## config.mk

```make
export PLATFORM = sky130hd
export DESIGN_NAME = motor_drive_sequencer
export DESIGN_NICKNAME = d
export VERILOG_FILES = /design/src/rtl/motor_drive_sequencer.sv
export SDC_FILE = /design/constraint.sdc
export NUM_CORES = 1
export LEC_CHECK = 0
export CORE_MARGIN = 1.5
export CORE_UTILIZATION = 65
export DETAILED_ROUTE_END_ITERATION = 7
export DONT_BUFFER_PORTS = 1
export GPL_TIMING_DRIVEN = 0
export PLACE_DENSITY = 0.79
export SKIP_CTS_REPAIR_TIMING = 1
export SLEW_MARGIN = 30
export SYNTH_ARGS = -nofsm -noshare
export SYNTH_HDL_FRONTEND = slang
export SYNTH_SLANG_ARGS = --single-unit
```

## constraint.sdc

```tcl
create_clock -name clk_clk -period 7.69 [get_ports clk_clk]
set_input_delay 1.538 -clock clk_clk [delete_from_list [all_inputs] [get_ports clk_clk]]
set_output_delay 1.538 -clock clk_clk [all_outputs]
set_load 0.005 [all_outputs]
```

## src/rtl/motor_drive_sequencer.sv

```systemverilog
// -----------------------------------------------------------------------------
// motor_drive_sequencer
//   Two-wheel H-bridge drive sequencer. Captures the software PWM word and
//   direction bits into shadow registers, generates per-wheel PWM from a shared
//   timebase, inserts dead time on every direction change, latches duty only at
//   PWM period wraps, and coasts both wheels when the command watchdog trips.
//
//   Optional feature: define MOTOR_RAMP_EN to slew duty by at most RAMP_STEP
//   per PWM period (and restart from 0 after every dead-time interval).
//
// Ports
//   clk_clk        in   system clock
//   reset_reset_n  in   asynchronous active-low reset
//   cmd_valid      in   1-cycle strobe, pwm_cmd/dir_cmd are new
//   pwm_cmd[15:0]  in   [7:0] left duty, [15:8] right duty
//   dir_cmd[3:0]   in   [1:0] left, [3:2] right: 10 fwd, 01 rev, 00 coast, 11 brake
//   enable         in   0 forces mot_in/mot_pwm low immediately
//   mot_in[3:0]    out  bridge inputs, same layout as dir_cmd
//   mot_pwm[1:0]   out  bridge enable PWM, [0] left, [1] right
//   period_tick    out  1-cycle pulse on each PWM period wrap
//   fault          out  sticky watchdog fault, cleared by the next cmd_valid
// -----------------------------------------------------------------------------
module motor_drive_sequencer #(
    parameter int PRESCALE    = 50,
    parameter int DEAD_CYCLES = 500,
    parameter int WDOG_CYCLES = 0,
    parameter int RAMP_STEP   = 8
) (
    input  logic        clk_clk,
    input  logic        reset_reset_n,
    input  logic        cmd_valid,
    input  logic [15:0] pwm_cmd,
    input  logic [3:0]  dir_cmd,
    input  logic        enable,
    output logic [3:0]  mot_in,
    output logic [1:0]  mot_pwm,
    output logic        period_tick,
    output logic        fault
);

    localparam int PW = (PRESCALE > 1) ? $clog2(PRESCALE) : 1;
    localparam int DW = (DEAD_CYCLES > 1) ? $clog2(DEAD_CYCLES) : 1;
    localparam int WW = (WDOG_CYCLES > 1) ? $clog2(WDOG_CYCLES) : 1;

    localparam logic [PW-1:0] PRESC_MAX = PW'(PRESCALE - 1);
    localparam logic [DW-1:0] DEAD_MAX  = DW'(DEAD_CYCLES - 1);
    localparam logic [WW-1:0] WDOG_MAX  = WW'((WDOG_CYCLES > 0) ? (WDOG_CYCLES - 1) : 0);

    localparam logic [0:0] ST_RUN  = 1'b0;
    localparam logic [0:0] ST_DEAD = 1'b1;
    localparam logic [1:0] DIR_COAST = 2'b00;
    localparam logic [1:0] DIR_BRAKE = 2'b11;

    // Move cur toward tgt by at most RAMP_STEP without overshooting.
    function automatic logic [7:0] ramp_toward(input logic [7:0] cur, input logic [7:0] tgt);
        logic [7:0] step;
        step = 8'(RAMP_STEP);
        if (tgt > cur) begin
            return ((tgt - cur) > step) ? (cur + step) : tgt;
        end else begin
            return ((cur - tgt) > step) ? (cur - step) : tgt;
        end
    endfunction

    logic [PW-1:0]       presc_r, presc_nxt;
    logic [7:0]          cnt_r, cnt_nxt;
    logic                tick_s, wrap_s;
    logic [15:0]         shadow_duty_r;
    logic [3:0]          shadow_dir_r;
    logic [1:0][7:0]     duty_r, duty_nxt;
    logic [1:0]          state_r, state_nxt;
    logic [3:0]          dir_r, dir_nxt;
    logic [3:0]          tgt_r, tgt_nxt;
    logic [1:0][DW-1:0]  dcnt_r, dcnt_nxt;
    logic [WW-1:0]       wcnt_r, wcnt_nxt;
    logic                fault_r, fault_nxt;
    logic                hold_s;
    logic [3:0]          mot_in_r, mot_in_nxt;
    logic [1:0]          mot_pwm_r, mot_pwm_nxt;
    logic                period_tick_r;

    // Shared PWM timebase: prescaler PRESCALE-1..0, count 0..254 advanced per tick.
    always_comb begin
        tick_s = (presc_r == {PW{1'b0}});
        wrap_s = tick_s && (cnt_r == 8'd254);
        if (tick_s) begin
            presc_nxt = PRESC_MAX;
            cnt_nxt   = wrap_s ? 8'd0 : (cnt_r + 8'd1);
        end else begin
            presc_nxt = presc_r - {{(PW-1){1'b0}}, 1'b1};
            cnt_nxt   = cnt_r;
        end
    end

    // Command watchdog; a command in the expiry cycle wins and keeps fault clear.
    always_comb begin
        wcnt_nxt  = wcnt_r;
        fault_nxt = fault_r;
        if (WDOG_CYCLES == 0) begin
            fault_nxt = 1'b0;
        end else if (cmd_valid) begin
            wcnt_nxt  = WDOG_MAX;
            fault_nxt = 1'b0;
        end else if (fault_r) begin
            fault_nxt = 1'b1;
        end else if (wcnt_r == {WW{1'b0}}) begin
            fault_nxt = 1'b1;
        end else begin
            wcnt_nxt = wcnt_r - {{(WW-1){1'b0}}, 1'b1};
        end
        // FSMs stay parked in RUN/coast while faulted, including the clearing cycle,
        // so the clearing command is then seen as an ordinary coast->dir change.
        hold_s = fault_r | fault_nxt;
    end

    // Per-wheel duty latch and RUN/DEAD direction sequencing.
    always_comb begin
        duty_nxt  = duty_r;
        state_nxt = state_r;
        dir_nxt   = dir_r;
        tgt_nxt   = tgt_r;
        dcnt_nxt  = dcnt_r;
        for (int w = 0; w < 2; w++) begin
            if (wrap_s) begin
`ifdef MOTOR_RAMP_EN
                duty_nxt[w] = ramp_toward(duty_r[w], shadow_duty_r[8*w +: 8]);
`else
                duty_nxt[w] = shadow_duty_r[8*w +: 8];
`endif
            end else begin
                duty_nxt[w] = duty_r[w];
            end

            if (hold_s) begin
                state_nxt[w]       = ST_RUN;
                dir_nxt[2*w +: 2]  = DIR_COAST;
                tgt_nxt[2*w +: 2]  = DIR_COAST;
                dcnt_nxt[w]        = {DW{1'b0}};
            end else begin
                case (state_r[w])
                    ST_RUN: begin
                        if (shadow_dir_r[2*w +: 2] != dir_r[2*w +: 2]) begin
                            state_nxt[w]      = ST_DEAD;
                            tgt_nxt[2*w +: 2] = shadow_dir_r[2*w +: 2];
                            dcnt_nxt[w]       = DEAD_MAX;
                        end else begin
                            state_nxt[w] = ST_RUN;
                        end
                    end
                    ST_DEAD: begin
                        // A newer differing target restarts the full dead interval.
                        if (shadow_dir_r[2*w +: 2] != tgt_r[2*w +: 2]) begin
                            tgt_nxt[2*w +: 2] = shadow_dir_r[2*w +: 2];
                            dcnt_nxt[w]       = DEAD_MAX;
                        end else if (dcnt_r[w] == {DW{1'b0}}) begin
                            state_nxt[w]      = ST_RUN;
                            dir_nxt[2*w +: 2] = tgt_r[2*w +: 2];
`ifdef MOTOR_RAMP_EN
                            duty_nxt[w]       = 8'd0;
`endif
                        end else begin
                            dcnt_nxt[w] = dcnt_r[w] - {{(DW-1){1'b0}}, 1'b1};
                        end
                    end
                    default: begin
                        state_nxt[w] = ST_RUN;
                    end
                endcase
            end
        end
    end

    // Next bridge outputs, derived from next state so they line up with it.
    always_comb begin
        mot_in_nxt  = 4'b0000;
        mot_pwm_nxt = 2'b00;
        for (int w = 0; w < 2; w++) begin
            if (fault_nxt || (state_nxt[w] == ST_DEAD)) begin
                mot_in_nxt[2*w +: 2] = 2'b00;
                mot_pwm_nxt[w]       = 1'b0;
            end else begin
                mot_in_nxt[2*w +: 2] = dir_nxt[2*w +: 2];
                mot_pwm_nxt[w]       = (dir_nxt[2*w +: 2] == DIR_BRAKE) ? 1'b1
                                                                        : (cnt_nxt < duty_nxt[w]);
            end
        end
    end

    // State and output registers.
    always_ff @(posedge clk_clk or negedge reset_reset_n) begin
        if (!reset_reset_n) begin
            presc_r       <= PRESC_MAX;
            cnt_r         <= 8'd0;
            shadow_duty_r <= 16'd0;
            shadow_dir_r  <= 4'b0000;
            duty_r        <= '{8'd0, 8'd0};
            state_r       <= {ST_RUN, ST_RUN};
            dir_r         <= 4'b0000;
            tgt_r         <= 4'b0000;
            dcnt_r        <= '{{DW{1'b0}}, {DW{1'b0}}};
            wcnt_r        <= WDOG_MAX;
            fault_r       <= 1'b0;
            mot_in_r      <= 4'b0000;
            mot_pwm_r     <= 2'b00;
            period_tick_r <= 1'b0;
        end else begin
            presc_r       <= presc_nxt;
            cnt_r         <= cnt_nxt;
            if (cmd_valid) begin
                shadow_duty_r <= pwm_cmd;
                shadow_dir_r  <= dir_cmd;
            end
            duty_r        <= duty_nxt;
            state_r       <= state_nxt;
            dir_r         <= dir_nxt;
            tgt_r         <= tgt_nxt;
            dcnt_r        <= dcnt_nxt;
            wcnt_r        <= wcnt_nxt;
            fault_r       <= fault_nxt;
            mot_in_r      <= mot_in_nxt;
            mot_pwm_r     <= mot_pwm_nxt;
            period_tick_r <= wrap_s;
        end
    end

    assign mot_in      = mot_in_r & {4{enable}};
    assign mot_pwm     = mot_pwm_r & {2{enable}};
    assign period_tick = period_tick_r;
    assign fault       = fault_r;

endmodule

```

# Word level (Yosys, flattened, before mapping)

Cells that the tools add are included.

Bits in registers: 85
Output and inout port bits: 8
Word-level logic and storage cells: 85

Add/subtract/negate cells: 4
Order comparisons: 2
Equal/unequal tests: 13
Multiplexer cells: 39
Bitwise operators: 4
Reductions and logical operators: 8

Operators with widths:

| cell                                                  | count |
|---|---|
| 2-to-1 mux 9 bit                                      | 6 |
| one-hot mux 9 bit (2 select lines)                    | 2 |
| 2-to-1 mux 8 bit                                      | 4 |
| 2-to-1 mux 2 bit                                      | 12 |
| logical NOT 9 bit                                     | 2 |
| subtractor 9 x 1 -> 9 bit, second input constant      | 2 |
| < comparator 8 bit                                    | 2 |
| 2-to-1 mux 1 bit                                      | 10 |
| adder 8 x 1 -> 8 bit, second input constant           | 1 |
| equality test 8 bit, second input constant            | 1 |
| inequality test 2 bit                                 | 4 |
| one-hot mux 2 bit (2 select lines)                    | 2 |
| AND reduction 2 bit                                   | 4 |
| logical NOT 6 bit                                     | 1 |
| 2-to-1 mux 6 bit                                      | 1 |
| inequality test 3 bit, second input constant          | 2 |
| subtractor 6 x 1 -> 6 bit, second input constant      | 1 |
| AND 4 bit                                             | 1 |
| equality test 2 bit, second input constant            | 2 |
| inequality test 2 x 1 -> 1 bit, second input constant | 2 |
| inequality test 2 bit, second input constant          | 2 |
| one-hot mux 1 bit (2 select lines)                    | 2 |
| AND 2 bit                                             | 1 |
| NOT 1 bit                                             | 2 |
| logical AND 1 bit                                     | 1 |

# Logic depth before layout (Yosys ltp)

Gate-level depths: netlist (run 1).

Word-level depth: 7
Depth in mapped cells: 13
Gate-level depth less buffers: 13

# Worst setup path before layout (run 1)

OpenSTA, ideal clock, no wires.

Kind: input -> output
From: in enable
To: out mot_in[0]
Arrival time: 1.663 ns
Setup slack: 4.489 ns
Cell stages on the path: 1
Path buffers: 0
Path through: and2_1

Cells in the longest elaborated chain, start to end: 1

Ends and longest elaborated chain:

| element            | RTL line | RTL |
|---|---|---|
| start: declaration | 34       | `input logic enable,` |
| AND 4 bit          | 226      | `assign mot_in = mot_in_r & {4{enable}};` |
| end: declaration   | 35       | `output logic [3:0] mot_in,` |

No other way between the ends.

# Worst setup path after layout (run 1)

From: reg presc_r[1]
To: reg mot_pwm_r[1]

Cells in the longest elaborated chain, start to end: 7
Elaborated cells between the ends (all ways): 8
Those cells by class: order compare: 1; mux: 5; reduce/logical: 2

Ends and longest elaborated chain:

| element                  | RTL line | RTL |
|---|---|---|
| start: declaration       | 65       | `logic [PW-1:0] presc_r, presc_nxt;` |
| start signal: assignment | 207      | `presc_r <= presc_nxt;` |
| logical NOT 6 bit (*)    | 84       | `tick_s = (presc_r == {PW{1'b0}});` |
| logical AND 1 bit        | 85       | `wrap_s = tick_s && (cnt_r == 8'd254);` |
| 2-to-1 mux 8 bit         | 88       | `cnt_nxt = wrap_s ? 8'd0 : (cnt_r + 8'd1);` |
| 2-to-1 mux 8 bit (*)     | 86       | `if (tick_s) begin` |
| net cnt_nxt[3]           | 66       | `logic [7:0] cnt_r, cnt_nxt;` |
| < comparator 8 bit (*)   | 184      | `: (cnt_nxt < duty_nxt[w]);` |
| 2-to-1 mux 1 bit (*)     | 183      | `mot_pwm_nxt[w] = (dir_nxt[2*w +: 2] == DIR_BRAKE) ? 1'b1` |
| 2-to-1 mux 1 bit (*)     | 178      | `if (fault_nxt \|\| (state_nxt[w] == ST_DEAD)) begin` |
| net mot_pwm_nxt[1]       | 79       | `logic [1:0] mot_pwm_r, mot_pwm_nxt;` |
| end signal: assignment   | 221      | `mot_pwm_r <= mot_pwm_nxt;` |
| end: declaration         | 79       |  |

The timed path passes the listed nets; every way through them passes the cells marked *.
A chain may end at the register's enable or synchronous reset.

==> flow_metrics.py, run 1 <==
metrics = {
    "synthesis": {
        "synth.cell_area_um2": 4260,
        "avgSynthCellArea_um2": 11.0,
        "synth-main-ff-cell": "dfrtp_1",
        "yosys-top-cells-area": "dfrtp_1, mux2_2, ha_1",
        "yosysTopAreaCell": "dfrtp_1",
        "netlist_instances": 386,
        "async_flop_share_pct": 100,
        "syn_nets": 430,
        "yosysSeqAreaShare_pct": 50.0,
        "ys_ff_latch": 85,
        "yosys.cell_types.count": 49,
        "synth-edff-count": 0,
        "yosys_warnings": 0,
        "yosys.area.top_type_share_pct": 48.1,
    },
    "floorplanning": {
        "die_w_um": 84.0,
        "die_area_um2": 7050,
        "rows": 29,
        "start_util_pct": 67.1,
        "die_h_um": 84.0,
        "ioPinCount": 32,
        "core_um2": 6350,
    },
    "timing": {
        "period_minus_slack_ns": 3.61,
        "fin_tns_setup_ns": 0,
        "clock_skew_ns": 0.00420,
        "final-max-slew-violation-count": 0,
        "worst_pin_slew_ns": 0.600,
        "setup-violations-final": 0,
        "final_hold_viol_count": 0,
        "fin_ws_ns": 4.08,
        "rsz0062_at_grt": "false",
        "relSlewSlack_pct": 59.8,
        "max_freq_ghz": 0.277,
        "period_share_pct": 46.9,
    },
    "placed_design": {
        "io_buffers": 0,
        "dp_hpwl_um": 5690,
        "placed_area_um2": 4360,
        "gp_congestion": 0.876,
        "place_ws_ns": 4.18,
    },
    "worst_setup_path": {
        "required_ns": 7.96,
        "critPathCaptureType": "flip-flop",
        "cp.buffers_inverters": 1,
        "rrSetupSlack_ns": 4.08,
        "crit_type": "reg2reg",
        "path_cells": "inv_1 -> ha_1 -> or3b_2 -> nor2_1 -> o21ai_0 -> o21ai_0 -> ha_1 -> a21oi_1 -> and3_1 -> a21oi_1 -> o21ai_0 -> o2bb2ai_1",
        "max_stage_delay_ns": 0.54,
        "rr_worst_depth": 12,
        "worstSetupEndpoint": "mot_pwm_r[1]",
        "worstSetupStartpoint": "presc_r[1]",
        "cpMaxStageDelayCell": "or3b_2",
        "path_delay_family": "compound AO/OA/AOI/OAI gates",
        "cp_max_fo": 8,
        "arrival_ns": 3.88,
        "cp.depth": 12,
        "reg2reg_from": "presc_r[1]",
        "crit_top_cell": "o21ai_0",
        "startpoint_type": "flip-flop",
        "rr_endpoint": "mot_pwm_r[1]",
    },
    "cells_and_area": {
        "antenna_cells": 0,
        "multi_input_area_um2": 1960,
        "register_area_um2": 2130,
        "drive_gt1_share_pct": 17.7,
        "fin_nets": 441,
        "nFillCells": 469,
        "fin_area_um2": 4560,
        "syn_to_final_growth_pct": 6.90,
    },
    "hold_path": {
        "hp-class": "reg2reg",
    },
    "power": {
        "sw_frac_of_total_pct": 24.4,
        "pwr-share-seq_pct": 56.2,
        "power.internal_uw": 644,
        "leakagePower_uw": 0.00212,
        "irDropWorstVdd_v": 0.000192,
        "p_sw_uw": 208,
        "clkPwrFrac_pct": 37.2,
        "pwr-share-comb_pct": 6.6,
        "power_density_nw_per_um2": 187,
    },
    "drt": {
        "drc": 0,
        "dr.pass1.iters": 5,
        "postRouteAntennaNets": 0,
        "vias": 2859,
        "routed_via_density": 5.97,
        "routedWlPerCell_um": 16.6,
        "routed_wl_um": 7950,
        "drtIter0Drc": 117,
    },
    "clock_network": {
        "root_buffer": "clkbuf_8",
        "cts_tree": "done",
        "cts.sinks": 85,
        "numCtsBuffers": 9,
        "h-tree-depth": 3,
        "cts_buffer_depth": 2,
        "clk_latency_ns": 0.36,
        "clk_pin_slew_ns": 0.08,
    },
    "global_route": {
        "antenna_found_initial": 0,
        "gr-total-overflow": 0,
        "grt_first_pass_wirelength_um": 13600,
        "grt_use_total_pct": 24.6,
        "grt_start_max_net_pins": 86,
        "grt_pass1_vias": 2932,
    },
    "run": {
        "drv_cap": 0,
    },
    "run_status": {
        "status": "completed",
    },
}
==> worst min path at each step <==
stage / cells past startpoint / endpoint / from
after floorplan: 1 / presc_r[0] / presc_r[0]
after global placement: 1 / presc_r[0] / presc_r[0]
after detailed placement: 1 / presc_r[0] / presc_r[0]
after CTS: 1 / presc_r[0] / presc_r[0]
after global routing: 1 / presc_r[0] / presc_r[0]
final: 1 / presc_r[0] / presc_r[0]
==> layer usage <==
layer,GRT usage (%),wire (µm),vias to the layer above
met5,0,0,-
met2,42.5,4160,56
met1,30.7,3430,1407
li1,-,-,1387
met4,8.35,96,0
met3,5.64,268,9
==> registers in the layout, indices dropped and copies added, names as in the netlist <==
signal         flops
dcnt_r            18
duty_r            16
shadow_duty_r     16
cnt_r              8
presc_r            6
dir_r              4
mot_in_r           4
shadow_dir_r       4
tgt_r              4
mot_pwm_r          2
state_r            2
period_tick        1
==> area by class of cell <==
class,instances,area share [%]
clock buffers,9,2.72
plain buffers,14,1.81
inverters,24,1.98
clock inverters,7,1.62
well taps,77,2.11
flip-flops and latches,85,46.8
multi-input cells,263,43.0
==> worst register-to-register path: stages (launching register included) <==
cell and delay, ns:
dfrtp_1 0.40, inv_1 0.08, ha_1 0.19, or3b_2 0.54
nor2_1 0.44, o21ai_0 0.27, o21ai_0 0.49, ha_1 0.35
a21oi_1 0.20, and3_1 0.18, a21oi_1 0.07, o21ai_0 0.13
o2bb2ai_1 0.19
==> stage by stage <==
step	util [%]	hold WS [ns]	std cells	total power, µW
floorplan	-	0.436	386	531
global placement	68.7	0.449	463	541
detailed placement	68.7	0.452	463	544
CTS	71.8	0.473	479	861
global route	71.8	0.481	479	889
finish	71.8	0.471	479	852
==> cells in the mapped netlist (7+ instances only) <==
library cell,n
a21o_1,7
mux2i_1,15
dfrtp_1,82
xnor2_1,11
and2_1,9
nand4_1,7
inv_1,24
and3_1,7
mux2_2,28
a21oi_1,16
nor2_1,20
o21ai_0,19
ha_1,20
nand2_1,29
nand3_1,11
==> layout by cell type (no fill, tap or decap), drive strengths merged, types with 15 or more instances in the layout <==
master / Yosys / routed
ha: 20 / 20
clkbuf: 6 / 15
nor2: 20 / 20
mux2: 29 / 29
dfrtp: 82 / 82
a21oi: 17 / 17
nand2: 29 / 29
inv: 24 / 26
o21ai: 19 / 19
mux2i: 15 / 15
==> power groups by stage <==
stage / clock network (µW) / registers [µW] / logic, µW
final: 317 / 479 / 56.3
after global routing: 343 / 482 / 63.8
after CTS: 325 / 479 / 56.4
after detailed placement: 0 / 488 / 56.2
after global placement: 0 / 487 / 53.9
after floorplan: 0 / 483 / 47.7
==> logic make-up after synthesis <==
family / after synthesis / share of synthesized area (%)
buf+inv: 38 / 4.05
simple gates: 109 / 14.3
mux: 44 / 11.3
flops: 85 / 50.0
compound gates: 72 / 10.9
other cells: 1 / 0.0880
fa+ha+maj: 20 / 5.87
xor+xnor: 17 / 3.49
Power figures use the tool's default switching activity.
==> run 2, diff against run 1 <==
--- a/config.mk
+++ b/config.mk
@@ -6,11 +6,11 @@
 export NUM_CORES = 1
 export LEC_CHECK = 0
 export CORE_MARGIN = 1.5
-export CORE_UTILIZATION = 65
+export CORE_UTILIZATION = 57
 export DETAILED_ROUTE_END_ITERATION = 7
 export DONT_BUFFER_PORTS = 1
 export GPL_TIMING_DRIVEN = 0
-export PLACE_DENSITY = 0.79
+export PLACE_DENSITY = 0.73
 export SKIP_CTS_REPAIR_TIMING = 1
 export SLEW_MARGIN = 30
 export SYNTH_ARGS = -nofsm -noshare
==> constraint.sdc (replaced) <==
create_clock -name clk_clk -period 3.3 [get_ports clk_clk]
set_input_delay 0.66 -clock clk_clk [delete_from_list [all_inputs] [get_ports clk_clk]]
set_output_delay 0.66 -clock clk_clk [all_outputs]
set_load 0.005 [all_outputs]
==> flow_metrics.py, run 2 (same netlist as run 1, synthesis figures left out) <==
metrics = {
    "power": {
        "p_sw_uw": 465,
        "irDropWorstVdd_v": 0.000294,
        "leakagePower_uw": 0.00214,
        "clkPwrFrac_pct": 37.9,
        "power_density_nw_per_um2": 439,
        "pwr-share-seq_pct": 54.6,
        "pwr-share-comb_pct": 7.5,
        "sw_frac_of_total_pct": 22.7,
        "power.internal_uw": 1580,
    },
    "clock_network": {
        "clk_pin_slew_ns": 0.08,
        "root_buffer": "clkbuf_8",
        "clk_latency_ns": 0.36,
        "numCtsBuffers": 9,
        "h-tree-depth": 3,
        "cts_buffer_depth": 2,
        "cts.sinks": 85,
        "cts_tree": "done",
    },
    "timing": {
        "setup-violations-final": 0,
        "period_minus_slack_ns": 3.00,
        "final-max-slew-violation-count": 0,
        "hold_ws_ns": 0.138,
        "relSlewSlack_pct": 58.2,
        "clock_skew_ns": 0.0106,
        "final_hold_viol_count": 0,
        "fin_tns_setup_ns": 0,
        "rsz0062_at_grt": "false",
        "fin_ws_ns": 0.297,
        "worst_pin_slew_ns": 0.627,
        "period_share_pct": 91.0,
        "max_freq_ghz": 0.333,
    },
    "global_route": {
        "grt_first_pass_wirelength_um": 12300,
        "grt_start_max_net_pins": 86,
        "antenna_found_initial": 0,
        "grt_use_total_pct": 20.7,
        "grt_pass1_vias": 2734,
        "gr-total-overflow": 0,
    },
    "worst_setup_path": {
        "worstSetupEndpoint": "mot_pwm_r[1]",
        "cp_max_fo": 10,
        "rr_worst_depth": 11,
        "critPathCaptureType": "flip-flop",
        "worstSetupStartpoint": "presc_r[1]",
        "reg2reg_from": "presc_r[1]",
        "arrival_ns": 3.26,
        "rr_endpoint": "mot_pwm_r[1]",
        "rrSetupSlack_ns": 0.30,
        "crit_type": "reg2reg",
        "startpoint_type": "flip-flop",
        "required_ns": 3.56,
    },
    "cells_and_area": {
        "final_util_pct": 64.1,
        "regMostFlops": "dcnt_r",
        "drive_gt1_share_pct": 17.9,
        "syn_to_final_growth_pct": 9.01,
        "antenna_cells": 0,
        "largest_reg_flops": 18,
        "fin_nets": 442,
        "mostFrequentLayoutCell": "dfrtp_1",
        "layout_common_cells": "dfrtp_1, nand2_1, mux2_2, inv_1, ha_1",
        "top_regs": "dcnt_r: 18 flops, duty_r: 16 flops, shadow_duty_r: 16 flops",
        "nFillCells": 606,
        "stdcell_count": 502,
    },
    "drt": {
        "routedWlPerCell_um": 15.3,
        "vias": 2806,
        "routed_wl_um": 7670,
        "dr.pass1.iters": 4,
        "drtIter0Drc": 111,
        "postRouteAntennaNets": 0,
        "drc": 0,
        "routed_via_density": 5.59,
    },
    "placed_design": {
        "io_buffers": 0,
        "gp_congestion": 0.826,
        "dp_hpwl_um": 5360,
        "dp.cells": 485,
        "place_ws_ns": -0.239,
    },
    "run_status": {
        "status": "completed",
    },
    "floorplanning": {
        "die_w_um": 89.5,
        "die_area_um2": 8010,
        "ioPinCount": 32,
        "die_h_um": 89.5,
        "start_util_pct": 58.8,
        "rows": 31,
        "core_um2": 7250,
    },
    "run": {
        "drv_cap": 0,
    },
    "hold_path": {
        "hp-class": "in2async",
    },
}
[run 2: critical path, cell delays in order (launching register included)]
cell	delay, ns
dfrtp_1	0.40
inv_1	0.08
ha_1	0.19
or3b_4	0.45
nor4_4	0.23
buf_6	0.23
mux2i_1	0.28
ha_1	0.28
a21o_1	0.18
a21o_1	0.19
a211oi_2	0.21
o2bb2ai_1	0.17
[run 2: per-stage QoR]
| stage | total power, µW | instance area [µm²] |
|---|---|---|
| 6_report | 2040 | 4650 |
| 5_1_grt | 2130 | 4650 |
| 4_1_cts | 2040 | 4590 |
| 3_5_place_dp | 1270 | 4390 |
| 3_3_place_gp | 1260 | 4390 |
| 2_1_floorplan | 1240 | 4260 |
[run 2: how the worst min path moves through the flow]
| stage | startpoint | slack, ns | endpoint |
|---|---|---|---|
| floorplan | reset_reset_n | 0.36 | cnt_r[0] |
| finish | reset_reset_n | 0.14 | presc_r[4] |
| global route | reset_reset_n | 0.12 | presc_r[5] |
| detailed placement | reset_reset_n | 0.37 | dcnt_r[3] |
| global placement | reset_reset_n | 0.37 | dcnt_r[3] |
| CTS | reset_reset_n | -0.03 | dcnt_r[4] |
[run 2: power by group through the flow]
stage / Sequential, µW / Combinational, µW / Clock [µW]
5_1_grt: 1120 / 173 / 832
6_report: 1120 / 152 / 774
4_1_cts: 1120 / 132 / 794
3_5_place_dp: 1140 / 131 / 0
3_3_place_gp: 1130 / 127 / 0
2_1_floorplan: 1130 / 111 / 0
[run 2: metal layers]
metal / GRT usage (%) / wire [µm]
met1: 25.5 / 3530
met2: 34.7 / 3780
met3: 4.80 / 192
met4: 9.23 / 167
met5: 0 / 0
[run 2: area by class of cell]
cell class	count	area (µm²)	share of cell area [%]
buffer	14	90.1	1.94
clock buffer	12	135	2.91
clock inverter	4	72.6	1.56
inverter	24	90.1	1.94
multi-input combinational	263	1980	42.5
sequential	85	2130	45.9
tap	99	124	2.67
timing repair buffer	1	27.5	0.592
==> run 3, diff against run 2 <==
--- a/config.mk
+++ b/config.mk
@@ -10,8 +10,8 @@
 export DETAILED_ROUTE_END_ITERATION = 7
 export DONT_BUFFER_PORTS = 1
 export GPL_TIMING_DRIVEN = 0
+export MAX_ROUTING_LAYER = met4
 export PLACE_DENSITY = 0.73
-export SKIP_CTS_REPAIR_TIMING = 1
 export SLEW_MARGIN = 30
 export SYNTH_ARGS = -nofsm -noshare
 export SYNTH_HDL_FRONTEND = slang
==> flow_metrics.py, run 3 (same netlist as run 1, synthesis figures left out) <==
metrics = {
    "timing": {
        "hold_ws_ns": 0.133,
        "relSlewSlack_pct": 58.2,
        "fin_tns_setup_ns": 0,
        "final-max-slew-violation-count": 0,
        "setup-violations-final": 0,
        "worst_pin_slew_ns": 0.627,
        "period_share_pct": 91.1,
        "clock_skew_ns": 0.0116,
        "max_freq_ghz": 0.333,
        "fin_ws_ns": 0.294,
        "final_hold_viol_count": 0,
        "period_minus_slack_ns": 3.01,
        "rsz0062_at_grt": "false",
    },
    "power": {
        "pwr-share-comb_pct": 7.4,
        "sw_frac_of_total_pct": 22.9,
        "pwr-share-seq_pct": 54.5,
        "power_uw": 2050,
        "clkPwrFrac_pct": 38.0,
        "power.internal_uw": 1580,
        "irDropWorstVdd_v": 0.000293,
        "leakagePower_uw": 0.00214,
        "p_sw_uw": 468,
        "power_density_nw_per_um2": 440,
    },
    "placed_design": {
        "place_ws_ns": -0.239,
        "io_buffers": 0,
        "dp_hpwl_um": 5360,
        "gp_congestion": 0.838,
    },
    "hold_path": {
        "hp-class": "in2async",
    },
    "cells_and_area": {
        "largest_reg_flops": 18,
        "regMostFlops": "dcnt_r",
        "drive_gt1_share_pct": 17.9,
        "nFillCells": 607,
        "layout_common_cells": "dfrtp_1, nand2_1, mux2_2, inv_1, ha_1",
        "antenna_cells": 0,
        "top_regs": "dcnt_r: 18 flops, duty_r: 16 flops, shadow_duty_r: 16 flops",
        "syn_to_final_growth_pct": 9.01,
        "mostFrequentLayoutCell": "dfrtp_1",
        "fin_nets": 442,
    },
    "global_route": {
        "grt_start_max_net_pins": 83,
        "grt_pass1_vias": 2745,
        "grt_first_pass_wirelength_um": 12500,
        "grt_use_total_pct": 21.7,
        "antenna_found_initial": 0,
        "gr-total-overflow": 0,
    },
    "worst_setup_path": {
        "max_stage_delay_ns": 0.45,
        "rrSetupSlack_ns": 0.29,
        "reg2reg_from": "presc_r[1]",
        "arrival_ns": 3.27,
        "cpMaxStageDelayCell": "or3b_4",
        "critPathCaptureType": "flip-flop",
        "path_cells": "inv_1 -> ha_1 -> or3b_4 -> nor4_4 -> buf_6 -> mux2i_1 -> ha_1 -> a21o_1 -> a21o_1 -> a211oi_2 -> o2bb2ai_1",
        "startpoint_type": "flip-flop",
        "cp_max_fo": 10,
        "rr_endpoint": "mot_pwm_r[1]",
        "crit_type": "reg2reg",
        "rr_worst_depth": 11,
        "required_ns": 3.56,
    },
    "floorplanning": {
        "core_um2": 7250,
        "die_area_um2": 8010,
        "start_util_pct": 58.8,
        "die_h_um": 89.5,
        "ioPinCount": 32,
        "die_w_um": 89.5,
        "rows": 31,
    },
    "drt": {
        "routed_wl_um": 7710,
        "drtIter0Drc": 109,
        "drc": 0,
        "vias": 2820,
        "dr.pass1.iters": 6,
        "routed_via_density": 5.62,
        "routedWlPerCell_um": 15.4,
        "postRouteAntennaNets": 0,
    },
    "clock_network": {
        "numCtsBuffers": 9,
        "clk_pin_slew_ns": 0.08,
        "root_buffer": "clkbuf_8",
        "cts_tree": "done",
        "cts.sinks": 85,
        "cts_buffer_depth": 2,
        "clk_latency_ns": 0.36,
        "h-tree-depth": 3,
    },
    "run": {
        "drv_cap": 0,
    },
    "run_status": {
        "status": "completed",
    },
}
## run 3: metal layers
| layer | vias to the layer above | track usage, % | wire [µm] |
|---|---|---|---|
| met5 | - | - | 0 |
| met3 | 15 | 3.79 | 209 |
| li1 | 1389 | - | - |
| met4 | 0 | 10.9 | 174 |
| met2 | 47 | 35.3 | 3830 |
| met1 | 1369 | 26.0 | 3500 |
## run 3: worst max path at each step
| stage | from | to | slack, ns | depth (start not counted) |
|---|---|---|---|---|
| floorplan | presc_r[1] | mot_pwm_r[1] | 0.43 | 11 |
| global placement | presc_r[1] | mot_pwm_r[1] | -0.14 | 12 |
| detailed placement | presc_r[1] | mot_pwm_r[1] | -0.24 | 12 |
| CTS | presc_r[1] | mot_pwm_r[1] | 0.02 | 11 |
| global route | presc_r[1] | mot_pwm_r[0] | 0.09 | 11 |
| finish | presc_r[1] | mot_pwm_r[1] | 0.29 | 11 |
## run 3: power by group through the flow
stage	Clock (µW)	Sequential, µW	Combinational (µW)
2_1_floorplan	0	1130	111
5_1_grt	830	1120	173
3_3_place_gp	0	1130	127
3_5_place_dp	0	1140	131
4_1_cts	794	1120	155
6_report	778	1120	152
## run 3: cell type report
cell class,count,area [µm²],area share [%]
sequential,85,2130,45.9
buffer,14,90.1,1.94
clock inverter,4,72.6,1.56
multi-input combinational,263,1980,42.5
clock buffer,12,135,2.91
tap,99,124,2.67
timing repair buffer,1,27.5,0.592
inverter,24,90.1,1.94
## run 3: worst max-delay path: cells and delay by family, from the launching register on
| family | cells | cell delay (ns) |
|---|---|---|
| AO/OA/AOI/OAI | 4 | 0.75 |
| AND/OR/NAND/NOR | 2 | 0.68 |
| adder cells (fa/ha/maj) | 2 | 0.47 |
| flip-flops | 1 | 0.40 |
| buffers and inverters | 2 | 0.31 |
| multiplexers | 1 | 0.28 |
## run 3: stage by stage
step	utilization, %	std cells	cell area, µm²
4_1_cts	63.8	502	4620
3_5_place_dp	60.5	485	4390
3_3_place_gp	60.5	485	4390
6_report	64.1	502	4650
2_1_floorplan	-	386	4260
5_1_grt	64.1	502	4650
## run 3: what timing repair did
| item | in CTS | in global routing |
|---|---|---|
| buffers inserted | 0 | 0 |
| endpoints found under the setup margin | 2 | 2 |
| endpoints found under the hold margin | 82 | 0 |
| resized for setup | 2 | 8 |
| hold buffers | 1 | 0 |
| pin swaps | 0 | 2 |
